**config.mk**
```make
export PLATFORM = sky130hd
export DESIGN_NAME = shift_register_stepper
export DESIGN_NICKNAME = d
export VERILOG_FILES = /design/src/rtl/shift_register_stepper.sv
export SDC_FILE = /design/constraint.sdc
export NUM_CORES = 1
export LEC_CHECK = 0
export CAP_MARGIN = 40
export CORE_ASPECT_RATIO = 0.5
export CORE_MARGIN = 3
export CORE_UTILIZATION = 40
export DETAILED_ROUTE_END_ITERATION = 6
export PLACE_DENSITY = 0.73
export SLEW_MARGIN = 10
export SYNTH_ARGS = -nofsm -noshare
export SYNTH_HDL_FRONTEND = slang
export SYNTH_SLANG_ARGS = --single-unit
```
**constraint.sdc**
```tcl
create_clock -name clock -period 3.6 [get_ports clock]
set_clock_uncertainty 0.05 [all_clocks]
set_input_delay 0.9 -clock clock [delete_from_list [all_inputs] [get_ports clock]]
set_output_delay 0.9 -clock clock [all_outputs]
set_load 0.005 [all_outputs]
```
**src/rtl/shift_register_stepper.sv**
```systemverilog
// Multi-mode WIDTH-bit register (hold/load/shift/rotate/clear) advanced either by an
// internal prescaler tick or by a synchronised, edge-detected push-button step.
module shift_register_stepper #(
   parameter int WIDTH  = 8,
   parameter int DIVIDE = 50_000_000
) (
   input  logic             clock,
   input  logic             reset_n,
   input  logic             enable,
   input  logic             auto,
   input  logic             step,
   input  logic [2:0]       mode,
   input  logic [WIDTH-1:0] d,
   input  logic             serial_in,
   output logic [WIDTH-1:0] q,
   output logic             serial_out,
   output logic             tick
);

   localparam int CW = (DIVIDE > 1) ? $clog2(DIVIDE) : 1;
   localparam logic [CW-1:0] CNT_LAST = CW'(DIVIDE - 1);

   localparam logic [2:0] OP_HOLD  = 3'b000;
   localparam logic [2:0] OP_LOAD  = 3'b001;
   localparam logic [2:0] OP_SHL   = 3'b010;
   localparam logic [2:0] OP_SHR   = 3'b011;
   localparam logic [2:0] OP_ROTL  = 3'b100;
   localparam logic [2:0] OP_ROTR  = 3'b101;
   localparam logic [2:0] OP_CLEAR = 3'b110;

   logic             sync1_q, sync2_q, hist_q;
   logic [CW-1:0]    cnt_q, cnt_d;
   logic [WIDTH-1:0] reg_q, reg_d;
   logic             sout_q, sout_d;
   logic             tick_q;
   logic             step_pulse, pre_tick, advance;

   assign step_pulse = sync2_q & ~hist_q;
   assign pre_tick   = auto & (cnt_q == CNT_LAST);
   assign advance    = enable & (auto ? pre_tick : step_pulse);

   // Prescaler free-runs regardless of enable so re-enabling waits for the next wrap.
   always_comb begin
      cnt_d = '0;
      if (auto) begin
         cnt_d = pre_tick ? '0 : cnt_q + CW'(1);
      end
   end

   always_comb begin
      reg_d  = reg_q;
      sout_d = sout_q;
      if (advance) begin
         case (mode)
            OP_LOAD:  reg_d = d;
            OP_SHL: begin
               reg_d  = {reg_q[WIDTH-2:0], serial_in};
               sout_d = reg_q[WIDTH-1];
            end
            OP_SHR: begin
               reg_d  = {serial_in, reg_q[WIDTH-1:1]};
               sout_d = reg_q[0];
            end
            OP_ROTL: begin
               reg_d  = {reg_q[WIDTH-2:0], reg_q[WIDTH-1]};
               sout_d = reg_q[WIDTH-1];
            end
            OP_ROTR: begin
               reg_d  = {reg_q[0], reg_q[WIDTH-1:1]};
               sout_d = reg_q[0];
            end
            OP_CLEAR: reg_d = '0;
            OP_HOLD:  reg_d = reg_q;
            default:  reg_d = reg_q;
         endcase
      end
   end

   always_ff @(posedge clock) begin
      if (!reset_n) begin
         sync1_q <= 1'b0;
         sync2_q <= 1'b0;
         hist_q  <= 1'b0;
         cnt_q   <= '0;
         reg_q   <= '0;
         sout_q  <= 1'b0;
         tick_q  <= 1'b0;
      end else begin
         sync1_q <= step;
         sync2_q <= sync1_q;
         hist_q  <= sync2_q;
         cnt_q   <= cnt_d;
         reg_q   <= reg_d;
         sout_q  <= sout_d;
         tick_q  <= advance;
      end
   end

   assign q          = reg_q;
   assign serial_out = sout_q;
   assign tick       = tick_q;

endmodule

```
# After elaboration in Yosys (flattened, before gate mapping)
# Index checks and enable logic that the tools add are counted.
[word_totals]
regBits = 39
input_bits = 17
[op_classes]
add_sub_neg = 1
eq_ne = 7
n_mux = 3
n_bitwise = 6
n_reduce_logical = 7
[ops]
columns = ["cell", "n"]
rows = [
  ["case mux 8 bit (6 select lines)", 1],
  ["adder 26 x 1 -> 26 bit, second input constant", 1],
  ["== test 26 bit, second input constant", 1],
  ["== test 3 bit, second input constant", 3],
  ["== test 3 x 2 -> 1 bit, second input constant", 2],
  ["nonzero test 6 bit", 1],
  ["AND reduction 2 bit", 2],
  ["OR reduction 2 bit", 2],
  ["AND 1 bit", 3],
  ["== test 3 x 1 -> 1 bit, second input constant", 1],
  ["inverter 1 bit", 3],
  ["OR reduction 3 bit", 1],
  ["case mux 1 bit (2 select lines)", 1],
  ["nonzero test 2 bit", 1],
  ["two-way mux 1 bit", 1],
]

# Longest topological paths before layout
# Gate-level depths: netlist (run 1).
[logic_depth]
ltp_word = 5
ltp_mapped = 7
depth_no_buf = 6

# Worst setup path after synthesis (run 1)
# No wires, ideal clock.
[synth_path]
path_kind = "input to register"
start = "input auto"
end = "register reg_q[0], in the netlist q[0]"
setup_ps = 117
arrival_time_ps = 1870
t_required_ps = 3433
path_slack_ps = 1563
cell_stages = 4
path_buffers = 0
path_cell_list = "or4bb_1 > nand2_1 > o22ai_2 > a22o_1"
[synth_between]
elab_chain_len = 4
[synth_lines]
columns = ["item", "line", "source"]
rows = [
  ["start, declared", "10", "input logic auto,"],
  ["AND 1 bit", "39", "assign pre_tick = auto & (cnt_q == CNT_LAST);"],
  ["two-way mux 1 bit *", "40", "assign advance = enable & (auto ? pre_tick : step_pulse);"],
  ["AND 1 bit *", "40", ""],
  ["AND reduction 2 bit (no source line) *", "-", ""],
  ["end signal, assigned", "93", "reg_q <= reg_d;"],
  ["end, declared", "33", "logic [WIDTH-1:0] reg_q, reg_d;"],
]
# Every way passes the cells marked *; elsewhere a longest branch is shown, timed or not.
# A chain may end at the register's enable or synchronous reset.

# Worst setup path after layout (run 1)
[layout_path]
start = "input auto"
end = "register reg_q[7], in the netlist q[7]"
# Same word-level chain as after synthesis.

==> qor.csv, run 1 <==
stage;metric;value;unit
routing;wl_per_cell;13.2;um
die;core;0.00420;mm^2
timing;rsz0062_at_grt;no;
synth;syn_area;0.00188;mm^2
routing;first_pass_iters;4;
timing;slew_headroom;0.520;
placement;place_ws;0.822;ns
timing;period_share;0.681;
global_route;track_usage;0.153;
routing;drt-total-wl;3.92;mm
setup_path;required;3.72;ns
placement;numPortBuffers;26;
finish;layout_commonest_cell;dfxtp_1;
placement;finalWeightedCongestion;0.792;
die;io_pins;27;
clock_network;cts_setup_buffers;0;
clock_network;cts.repair.resized;0;
routing;route.detailed.drc;0;
finish;multi_input_area;0.00104;mm^2
finish;area.growth.synth_to_final;21.1;%
synth;syn_nets;231;
synth;syn_inst;213;
timing;max_freq;0.408;GHz
global_route;grt_pass1_wl;6.53;mm
setup_path;rrSetupSlack;1.52;ns
power;p_per_area;343;mW/mm^2
timing;fin_crit;2.45;ns
routing;ant_nets;0;
clock_network;clk_path_buf_depth;2;
setup_path;crit_chain;clkdlybuf4s50_1 -> nand2_1 -> or4_4 -> o21ai_4 -> and2_1 -> a211oi_1;
power;power.total;779;uW
clock_network;hold_buffers;0;
global_route;antenna_found_initial;0;
power;p_leak;0.786;nW
finish;final_cell_mix;dfxtp_1, nor2_1, clkdlybuf4s50_1, nand2_1;
global_route;grt_pass1_vias;1482;
clock_network;clock_latency;0.29;ns
synth;synth_edf_count;0;
synth;synth-main-ff-cell;dfxtp_1;
die;num_rows;16;
timing;hold_viol;0;
timing;drv_slew;0;
clock_network;htreeDepth;2;
global_route;grt_overflow;0;
synth;synth_top_area_frac;0.416;
timing;fin_tns_setup;0;ns
setup_path;crit_family;simple AND/OR/NAND/NOR gates;
synth;synth_warnings;0;
timing;setup_viol;0;
synth;synthArstFlopShare;0;
die;die_w;103;um
setup_path;cp_slowest_cell;clkdlybuf4s50_1;
global_route;grt_max_degree;16;
synth;synth_top_area_cell;dfxtp_1;
routing;vias_per_cell;5.33;
clock_network;cts_tree;yes;
setup_path;slowest_delay;0.53;ns
outcome;status;finished, final reports clean;
setup_path;cp.buffers_inverters;1;
placement;hpwl;2.83;mm
worst_hold_path;min_path_type;flip-flop to flip-flop;
synth;syn_avg_cell_area;8.81;um^2
routing;drtIter0Drc;56;
synth;yosys.cell_types.count;43;
synth;seq_area_frac_synth;0.416;
synth;synth-seq-cells;39;
flow_run;maxCapViolCount;0;
finish;fin_nets;260;
die;die-area;0.00560;mm^2
finish;n_antenna_cell;0;
clock_network;path_clk_slew;0.07;ns
clock_network;cts_root_buffer;clkbuf_8;
setup_path;critPathLaunchType;input port;
clock_network;cts_sinks;39;
synth;yosys-top-cells-area;dfxtp_1, xor2_1, nor2_1;
finish;stdcell_count;297;
finish;register_area;781;um^2
timing;final.setup.worst_slack;1.15;ns
die;die_height;54.4;um
setup_path;crit_type;input port to flip-flop;
clock_network;cts-buffers-inserted;5;
finish;drive_above_1_share;0.0782;
power;peakVddDrop;0.135;mV
placement;place_inst;289;
setup_path;cp.arrival;2.57;ns
setup_path;critPathCaptureType;flip-flop;
die;start_util;0.446;
finish;fillers;392;
routing;via_count;1583;
setup_path;crit_fanout;8;
timing;timing_worst_slew_pin_value;0.713;ns
## worst paths after layout
path | from | to | depth (start not counted)
max reg2reg | cnt_q[0] | q[7] | 6
min reg2reg | sync1_q | sync2_q | 1
max | auto | q[7] | 6
min | sync1_q | sync2_q | 1
## kinds of logic after synthesis
logic type,after synthesis,synth area share
flip-flops,39,0.416
buffers and inverters,11,0.0294
AO/OA/AOI/OAI,39,0.149
XOR/XNOR,20,0.0934
AND/OR/NAND/NOR,97,0.273
adder cells (fa/ha/maj),1,0.00667
multiplexers,6,0.0320
## registers in the layout (all words and copies together), names as in the netlist
signal      count
tick            1
serial_out      1
q               8
cnt_q          26
hist_q          1
sync2_q         1
sync1_q         1
## layout make-up
class | instances | share of cell area
inverters | 5 | 0.00826
flip-flops and latches | 39 | 0.344
multi-input cells | 163 | 0.458
repair buffers | 28 | 0.125
clock buffers | 7 | 0.0336
well taps | 54 | 0.0298
clock inverters | 1 | 0.00220
## through the flow
stage	hold WS (ns)	util	cell area (um^2)
after floorplan	0.362	-	1880
after global placement	0.365	0.517	2170
after detailed placement	0.373	0.521	2190
after CTS	0.390	0.540	2270
after global routing	0.427	0.540	2270
final	0.386	0.540	2270
## power by group
group	internal [mW]	switching, mW	total, mW
Combinational	0.0306	0.0287	0.0593
Clock	0.136	0.147	0.283
Sequential	0.435	0.00222	0.437
## metal layers
metal | GRT usage | wire length (um) | up-vias
li1 | - | - | 812
met1 | 0.186 | 1920 | 728
met2 | 0.260 | 1740 | 35
met3 | 0.0382 | 186 | 8
met4 | 0.0710 | 68 | 0
met5 | 0 | 0 | -
## cell usage after synthesis (5+ instances only)
library cell / count
nand3_1: 11
a21oi_1: 11
nand2_1: 21
inv_1: 5
a22o_1: 7
dfxtp_1: 39
xor2_1: 13
and2_1: 6
o21ai_0: 13
or3_1: 5
mux2i_1: 6
nor2_1: 26
nand4_1: 7
xnor2_1: 7
(Power assumes the default switching activity.)
==> run 2, diff against run 1 <==
- clock period: 3.6 -> 2.4 ns (I/O delays scaled with it)
==> qor.csv, run 2 (synthesis gave the netlist of run 1 again) <==
stage;metric;value;unit
timing;timing_worst_slew_pin_value;0.515;ns
routing;vias_per_cell;5.32;
clock_network;clk_path_buf_depth;2;
setup_path;critPathLaunchType;input port;
global_route;antenna_found_initial;0;
finish;n_antenna_cell;0;
timing;max_freq;0.483;GHz
clock_network;cts_tree;yes;
power;peakVddDrop;0.215;mV
timing;period_share;0.864;
finish;drive_above_1_share;0.105;
global_route;grt_pass1_wl;6.74;mm
finish;top_register;cnt_q;
power;combPwrFrac;0.081;
power;sw_frac_of_total;0.214;
power;switchingPower;253;uW
timing;rsz0062_at_grt;no;
timing;hold_viol;0;
placement;numPortBuffers;26;
routing;route.detailed.drc;0;
die;die_w;103;um
timing;slew_headroom;0.656;
finish;layout_commonest_cell;dfxtp_1;
setup_path;cp.arrival;2.18;ns
placement;place_area;0.00223;mm^2
routing;ant_nets;0;
power;power.total;1.18;mW
finish;largest_reg_flops;26;
setup_path;required;2.51;ns
routing;wl_per_cell;12.7;um
timing;setup_viol;0;
outcome;status;finished, final reports clean;
placement;finalWeightedCongestion;0.809;
global_route;grt_pass1_vias;1550;
placement;hpwl;2.88;mm
global_route;grt_overflow;0;
die;io_pins;27;
die;num_rows;16;
finish;final_cell_mix;dfxtp_1, nor2_1, clkdlybuf4s50_1, nand2_1;
routing;drt-total-wl;3.85;mm
clock_network;clock_latency;0.28;ns
setup_path;reg2reg_from;cnt_q[0];
die;die-area;0.00560;mm^2
clock_network;path_clk_slew;0.07;ns
finish;fin_nets;266;
routing;first_pass_iters;4;
clock_network;cts_setup_buffers;0;
routing;via_count;1608;
setup_path;critPathCaptureType;flip-flop;
clock_network;cts_sinks;39;
power;internal-power;929;uW
finish;area.growth.synth_to_final;23.8;%
clock_network;htreeDepth;2;
power;p_seq_frac;0.555;
power;p_leak;0.821;nW
finish;final_area;0.00232;mm^2
timing;fin_crit;2.07;ns
die;die_height;54.4;um
finish;fillers;398;
setup_path;crit_fanout;8;
global_route;track_usage;0.155;
worst_hold_path;min_path_type;flip-flop to flip-flop;
power;p_per_area;509;mW/mm^2
routing;drtIter0Drc;65;
timing;drv_slew;0;
clock_network;cts-buffers-inserted;5;
setup_path;crit_path_start;auto;
setup_path;crit_type;input port to flip-flop;
die;core;0.00420;mm^2
die;start_util;0.446;
clock_network;hold_buffers;0;
clock_network;cts.repair.resized;0;
power;clkPwrFrac;0.364;
worst_hold_path;hp-start;sync1_q;
flow_run;maxCapViolCount;0;
placement;place_ws;-0.00574;ns
clock_network;cts_root_buffer;clkbuf_8;
global_route;grt_max_degree;18;
timing;final.setup.worst_slack;0.328;ns
[run 2: cell types whose count changed in the layout (fill, tap and decap cells not counted), sizes merged]
cell	previous run	this run
buf	2	8
clkbuf	7	6
[run 2: worst paths after layout]
| check | depth (start not counted) | slack, ns | end |
|---|---|---|---|
| worst max-delay path | 6 | 0.33 | q[7] |
| worst min-delay path | 1 | 0.39 | sync2_q |
| worst max register to register | 6 | 0.35 | q[7] |
| worst min register to register | 1 | 0.39 | sync2_q |
[run 2: critical path: stages]
cell	delay, ns
clkdlybuf4s50_1	0.49
nand2_1	0.05
or4_4	0.43
o21ai_4	0.18
and2_1	0.31
a211oi_1	0.12
[run 2: through the flow]
stage,std cells,TNS (ns),util,hold WS (ns)
3_5_place_dp,295,-0.00574,0.532,0.377
6_report,302,0,0.552,0.387
2_1_floorplan,213,0,-,0.362
5_1_grt,302,0,0.552,0.401
3_3_place_gp,294,0,0.528,0.365
4_1_cts,302,0,0.552,0.390
[run 2: per-layer routing]
layer	GRT usage	vias to the layer above	routed length, um
li1	-	826	-
met4	0.0796	0	59
met3	0.0471	7	197
met2	0.252	42	1680
met5	0	-	0
met1	0.189	733	1910
[run 2: power by group through the flow]
stage	clock [mW]	sequential [mW]	combinational (mW)
3_5_place_dp	0	0.670	0.0954
5_1_grt	0.479	0.656	0.107
6_report	0.430	0.655	0.0958
2_1_floorplan	0	0.669	0.0447
4_1_cts	0.448	0.655	0.0961
3_3_place_gp	0	0.670	0.0908
[run 2: layout make-up]
cell class              instances  area (um^2)  area share
flip-flops and latches         39          781       0.336
inverters                       5         18.8     0.00808
multi-input cells             163         1040       0.448
well taps                      54         67.6      0.0291
clock buffers                   6         82.6      0.0356
repair buffers                 34          328       0.141
clock inverters                 1         5.00     0.00216
